$ cat config.mk
export PLATFORM = sky130hd
export DESIGN_NAME = dmem_arbiter
export DESIGN_NICKNAME = d
export VERILOG_FILES = /design/src/rtl/dmem_arbiter.sv
export SDC_FILE = /design/constraint.sdc
export NUM_CORES = 1
export LEC_CHECK = 0
export BUFFER_PORTS_ARGS = -buffer_cell sky130_fd_sc_hd__buf_2
export CAP_MARGIN = 10
export CORE_AREA = 2 2 89 91
export CTS_CLUSTER_DIAMETER = 150
export DETAILED_ROUTE_END_ITERATION = 6
export DIE_AREA = 0 0 91 93
export PLACE_DENSITY = 0.76
export SYNTH_ARGS = -nofsm -noshare
export SYNTH_HDL_FRONTEND = slang
export SYNTH_SLANG_ARGS = --single-unit
export TNS_END_PERCENT = 1
$ cat constraint.sdc
create_clock -name clk -period 3.8 [get_ports clk]
set_clock_uncertainty 0.05 [all_clocks]
set_input_delay 0 -clock clk [delete_from_list [all_inputs] [get_ports clk]]
set_output_delay 0 -clock clk [all_outputs]
set_load 0.01 [all_outputs]
$ cat src/rtl/dmem_arbiter.sv
// Two-port arbiter/sequencer for the 64 B, 16-bit registered data memory.
// Optional misaligned-halfword check enabled by defining DMEM_ARB_ALIGN_CHK_EN.
//
// state  | meaning
// IDLE   | waiting for a request, winner picked on the edge
// ACCESS | latched fields on mem_*, gnt high, memory acts on exit edge
// RESP   | mem_dout valid, rdata/done loaded on exit edge
module dmem_arbiter #(
  parameter int ADDR_W    = 16,
  parameter int DATA_W    = 16,
  parameter int PRIO_MODE = 0
) (
  input  logic              clk,
  input  logic              rst,
  input  logic              m0_req,
  input  logic              m0_we,
  input  logic              m0_size,
  input  logic [ADDR_W-1:0] m0_addr,
  input  logic [DATA_W-1:0] m0_wdata,
  output logic              m0_gnt,
  output logic              m0_done,
  output logic [DATA_W-1:0] m0_rdata,
  input  logic              m1_req,
  input  logic              m1_we,
  input  logic              m1_size,
  input  logic [ADDR_W-1:0] m1_addr,
  input  logic [DATA_W-1:0] m1_wdata,
  output logic              m1_gnt,
  output logic              m1_done,
  output logic [DATA_W-1:0] m1_rdata,
  output logic              mem_wmem,
  output logic [ADDR_W-1:0] mem_addr,
  output logic [DATA_W-1:0] mem_din,
  output logic              mem_memc,
  input  logic [DATA_W-1:0] mem_dout,
`ifdef DMEM_ARB_ALIGN_CHK_EN
  output logic              m0_err,
  output logic              m1_err,
`endif
  output logic              busy
);

  typedef enum logic [1:0] {IDLE = 2'd0, ACCESS = 2'd1, RESP = 2'd2} state_e;

  state_e            state_q, state_d;
  logic              port_q, port_d, we_q, we_d, size_q, size_d, last_q, last_d;
  logic [ADDR_W-1:0] addr_q, addr_d;
  logic [DATA_W-1:0] wdata_q, wdata_d;
  logic [DATA_W-1:0] rdata0_q, rdata0_d, rdata1_q, rdata1_d;
  logic              done0_q, done0_d, done1_q, done1_d;
  logic              win, misal;
`ifdef DMEM_ARB_ALIGN_CHK_EN
  logic              err0_q, err0_d, err1_q, err1_d;

  assign misal = size_q & addr_q[0];
`else
  assign misal = 1'b0;
`endif

  // win = 1 selects port 1; round-robin favours the port not granted last
  always_comb begin
    if (PRIO_MODE == 1)         win = ~m0_req;
    else if (m0_req && m1_req)  win = ~last_q;
    else                        win = ~m0_req;
  end

  always_comb begin
    state_d  = state_q;
    port_d   = port_q;
    we_d     = we_q;
    size_d   = size_q;
    addr_d   = addr_q;
    wdata_d  = wdata_q;
    last_d   = last_q;
    rdata0_d = rdata0_q;
    rdata1_d = rdata1_q;
    done0_d  = 1'b0;
    done1_d  = 1'b0;
`ifdef DMEM_ARB_ALIGN_CHK_EN
    err0_d   = 1'b0;
    err1_d   = 1'b0;
`endif
    case (state_q)
      IDLE: begin
        if (m0_req || m1_req) begin
          port_d  = win;
          last_d  = win;
          we_d    = win ? m1_we    : m0_we;
          size_d  = win ? m1_size  : m0_size;
          addr_d  = win ? m1_addr  : m0_addr;
          wdata_d = win ? m1_wdata : m0_wdata;
          state_d = ACCESS;
        end
      end
      ACCESS: state_d = RESP;
      RESP: begin
        state_d = IDLE;
        if (port_q) begin
          done1_d = 1'b1;
          if (!we_q && !misal) rdata1_d = mem_dout;
        end else begin
          done0_d = 1'b1;
          if (!we_q && !misal) rdata0_d = mem_dout;
        end
`ifdef DMEM_ARB_ALIGN_CHK_EN
        err0_d = ~port_q & misal;
        err1_d = port_q & misal;
`endif
      end
      default: state_d = IDLE;
    endcase
  end

  always_ff @(posedge clk) begin
    if (rst) begin
      state_q  <= IDLE;
      port_q   <= 1'b0;
      we_q     <= 1'b0;
      size_q   <= 1'b0;
      addr_q   <= '0;
      wdata_q  <= '0;
      last_q   <= 1'b1;
      rdata0_q <= '0;
      rdata1_q <= '0;
      done0_q  <= 1'b0;
      done1_q  <= 1'b0;
`ifdef DMEM_ARB_ALIGN_CHK_EN
      err0_q   <= 1'b0;
      err1_q   <= 1'b0;
`endif
    end else begin
      state_q  <= state_d;
      port_q   <= port_d;
      we_q     <= we_d;
      size_q   <= size_d;
      addr_q   <= addr_d;
      wdata_q  <= wdata_d;
      last_q   <= last_d;
      rdata0_q <= rdata0_d;
      rdata1_q <= rdata1_d;
      done0_q  <= done0_d;
      done1_q  <= done1_d;
`ifdef DMEM_ARB_ALIGN_CHK_EN
      err0_q   <= err0_d;
      err1_q   <= err1_d;
`endif
    end
  end

  // rst gates the strobe directly so a reset in ACCESS stops the write
  assign mem_wmem = (state_q == ACCESS) & we_q & ~rst & ~misal;
  assign mem_addr = addr_q;
  assign mem_din  = wdata_q;
  assign mem_memc = size_q;
  assign m0_gnt   = (state_q == ACCESS) & ~port_q;
  assign m1_gnt   = (state_q == ACCESS) & port_q;
  assign m0_done  = done0_q;
  assign m1_done  = done1_q;
  assign m0_rdata = rdata0_q;
  assign m1_rdata = rdata1_q;
  assign busy     = (state_q != IDLE);
`ifdef DMEM_ARB_ALIGN_CHK_EN
  assign m0_err   = err0_q;
  assign m1_err   = err1_q;
`endif

endmodule

======== Word level (Yosys, flattened, before mapping) ========
Cells that the tools add are included.
word-level totals
  bits in registers ....................... 72
  output and inout port bits .............. 71
operators by class
  equal/unequal tests ..................... 3
  multiplexer cells ....................... 9
  bitwise logic cells ..................... 10
  reductions and logical operators ........ 8
operators with widths
  operator            count
  $mux 16             2
  $not 1->1           6
  $reduce_and 3->1    2
  $mux 1              5
  $and 1x1->1         4
  $pmux 2 s2          1
  $eq 2x1->1 const B  1
  $eq 2x2->1 const B  1
  $logic_not 2->1     1
  $mux 2              1
  $ne 2x2->1 const B  1
  $reduce_and 2->1    1
  $reduce_bool 2->1   1
  $reduce_or 2->1     1
  $logic_and 1x1->1   1
  $logic_or 1x1->1    1

======== Longest topological paths before layout ========
  depth after elaboration ................. 3
  mapped depth ............................ 7
  gate-level depth less buffers ........... 4

======== Least setup slack after synthesis ========
Ideal clock, no wire load.
  path kind ............................... flip-flop to flip-flop
  from .................................... reg port_q
  to ...................................... reg rdata0_q[10] (netlist: m0_rdata[10])
  setup time .............................. 0.132 ns
  arrival ................................. 1.301 ns
  data required time ...................... 3.618 ns
  path slack .............................. 2.316 ns
  cell stages (with the launch flop) ...... 6
  path buffers ............................ 2
  cells stage by stage .................... dfxtp_1 > or4b_1 > clkbuf_1 > buf_2 > nand2_1 > a21oi_1
between the ends
  cells in the longest elaborated chain, start to end .. 2
RTL lines
  element                     line  source
  start: declaration          46    logic port_q, port_d, we_q, we_d, size_q, size_d, last_q, last_d;
  start signal: assignment    133   port_q <= port_d;
  $not 1->1 (no line)         --
  $reduce_and 3->1 (no line)  --
  end signal: assignment      139   rdata0_q <= rdata0_d;
  end: declaration            49    logic [DATA_W-1:0] rdata0_q, rdata0_d, rdata1_q, rdata1_d;
Every way passes these cells.
A chain may end at the register's enable or synchronous reset.

======== Worst setup path after layout ========
  from .................................... reg last_q
  to ...................................... reg addr_q[13] (netlist: mem_addr[13])
between the ends
  cells in the longest elaborated chain, start to end .. 3
RTL lines
  element                   line  source
  start: declaration        46
  start signal: assignment  138   last_q <= last_d;
  $not 1->1                 63    else if (m0_req && m1_req) win = ~last_q;
  $mux 1                    63
  $mux 16                   90    addr_d = win ? m1_addr : m0_addr;
  end signal: assignment    136   addr_q <= addr_d;
  end: declaration          47    logic [ADDR_W-1:0] addr_q, addr_d;
Every way passes these cells.

==> impl_metrics.yaml <==
final_layout:
  drive_gt1_share_pct: 36.0
  fillers: 613
  multi_input_area_um2: 1560
  ff_latch_area_um2: 1440
  n_antenna_cell: 0
  syn_to_final_growth_pct: 56.4
  nets: 675
  fin_util_pct: 66.8
global_routing:
  grt_overflow: 0
  grt_util_all_layers_pct: 24.2
  grt_pass1_vias: 3581
  grt_pass1_wl_mm: 16.6
  grt_start_max_net_pins: 41
  antenna_found_initial: 0
critical_path:
  end_kind: "flip-flop"
  arrival_ns: 2.86
  crit_type: "flip-flop to flip-flop"
  required_ns: 4.04
  path_max_fanout: 35
  start_kind: "flip-flop"
  critical_path.cell_chain: "nor2b_2 -> o21ai_0 -> a311oi_2 -> dlygate4sd3_1"
  critPathTopFamily: "simple AND/OR/NAND/NOR gates"
  critical_path.slowest_cell: "nor2b_2"
  slowest_delay_ns: 0.93
  cp_num_buf_inv: 1
route:
  dr_total_vias: 3658
  wl_met3_um: 669
  dr.max_layer_used: "met4"
  wl_per_cell_um: 15.2
  drtPass1Iterations: 4
  ant_nets: 0
  drt-met1-wl_mm: 4.31
  wl_met2_mm: 5.23
  via_per_inst: 5.27
  drc: 0
  drtIter0Drc: 160
  routed_wl_mm: 10.5
sta:
  tns_ns: 0
  tightest_slew_ns: 1.22
  slew_headroom_pct: 18.6
  finalCritPeriodShare_pct: 68.8
  setup_ws_ns: 1.18
  hold_violations: 0
  rsz0062_at_grt: "no"
  fin_crit_ns: 2.62
  setup_viol_count_final: 0
  drv_slew: 0
  hold_ws_ns: 0.214
  max_freq_ghz: 0.382
clocking:
  cts.sinks: 72
  clk_pin_slew_ns: 0.08
  clk-insertion-delay-late_ns: 0.35
  clockBufferDepth: 2
  cts_root_buf: "clkbuf_8"
  cts-buffers-inserted: 9
  cts_tree: "yes"
  cts_htree_levels: 3
place:
  portBuffers: 158
  dp_slack_ns: 1.81
  routabilityCongestion: 0.774
  hpwlAfterDp_mm: 6.12
job:
  maxCapViolations: 0
synth:
  syn_area_um2: 3210
  synth_cell_types: 27
  ys_ff_latch: 72
  yosys_warnings: 0
  syn_area_per_cell_um2: 8.69
  syn_nets: 458
  ys_seq_area_share_pct: 44.8
  synthCells: 370
floorplan:
  fp.dieH_um: 93
  initial_utilization_pct: 42.7
  rows: 32
  ioPinCount: 159
  dieWidth_um: 91
  die-area_um2: 8460
  coreArea_um2: 7530
outcome:
  status: "complete, no violations"
power:
  p_per_area_nw_per_um2: 385
  p_leak_uw: 0.00218
  ir_drop_mv: 0.184
  total_power_uw: 1940
worst_hold_path:
  hp-class: "primary input to flip-flop"
[flip-flops by register name, summed over array words and instances (netlist names)]
name and cells:
last_q 1, m0_done 1, m0_rdata 16, m1_done 1, m1_rdata 16, mem_addr 16
mem_din 16, mem_memc 1, port_q 1, state_q 2, we_q 1
[what timing repair did]
action                                 CTS  global route
endpoints found under the hold margin   66             0
buffers inserted                         0             0
gates resized for setup                  0             0
hold buffers                            84             0
[where the power goes]
part           leakage, uW  switching (uW)  internal [uW]  total, uW
Clock             0.000106             293            343        637
Sequential        0.000590            36.2            808        844
Combinational      0.00148             227            229        456
[kinds of logic after synthesis]
family | synth area share [%]
and+or+nand+nor | 17.2
DFF | 44.8
buffers and inverters | 6.89
AOI/OAI and AO/OA | 31.0
[cell usage in the layout (no fill, tap or decap), types with 2 or more instances in the layout]
cell type,netlist,routed
a21oi_1,68,68
a311oi_1,5,5
a311oi_2,29,29
buf_2,3,158
buf_4,2,5
clkbuf_8,0,11
clkinv_4,0,2
dfxtp_1,72,72
dlygate4sd3_1,0,84
inv_1,3,3
nand2_1,64,64
nand2b_1,2,2
nand3_1,34,34
nor2_1,4,3
nor3_1,2,2
nor4b_1,2,2
o21ai_0,33,33
[final timing paths]
kind | startpoint | slack (ns) | depth (start not counted) | endpoint
setup / recovery | last_q$_SDFFE_PP1P_ | 1.18 | 4 | mem_addr[13]$_SDFFE_PP0P_
hold / removal | rst | 0.21 | 2 | state_q[0]$_SDFFE_PP0P_
setup reg to reg | last_q$_SDFFE_PP1P_ | 1.18 | 4 | mem_addr[13]$_SDFFE_PP0P_
hold reg to reg | m1_rdata[5]$_SDFFE_PP0P_ | 0.40 | 2 | m1_rdata[5]$_SDFFE_PP0P_
[area by class of cell]
type / instances / area share (%)
Timing Repair Buffer: 247 / 33.2
Multi-Input combinational cell: 254 / 31.1
Sequential cell: 72 / 28.7
Clock buffer: 11 / 3.01
Tap cell: 102 / 2.54
Clock inverter: 5 / 1.27
Inverter: 3 / 0.224
[metrics by stage]
step | cells | instance area (um2)
6_report | 694 | 5030
5_1_grt | 694 | 5030
4_1_cts | 694 | 5030
3_5_place_dp | 594 | 3970
3_3_place_gp | 594 | 3970
2_1_floorplan | 370 | 3210
[synth_stat cells (all sizes together)]
cell     number  area share (%)
nand3        34             5.3
a21oi        68              11
nor4b         3             1.3
o21ai        34             5.3
o21bai        1            0.23
nor4bb        1            0.31
and2          2            0.47
nor2b         2            0.39
a311oi       34              15
nor2          4            0.47
inv           3            0.35
clkbuf       27             3.2
nand2        64             7.5
or2           1            0.19
buf          14             3.4
or4b          1            0.31
dfxtp        72              45
nor3          2            0.31
nand2b        2            0.39
nand4bb       1            0.35
[layer usage]
layer	track usage (%)	vias up
met5	0	-
met1	28.1	1696
met4	11.6	0
met3	5.16	31
met2	42.6	165
li1	-	1766
Note: power is estimated with default switching activity, not from simulation.
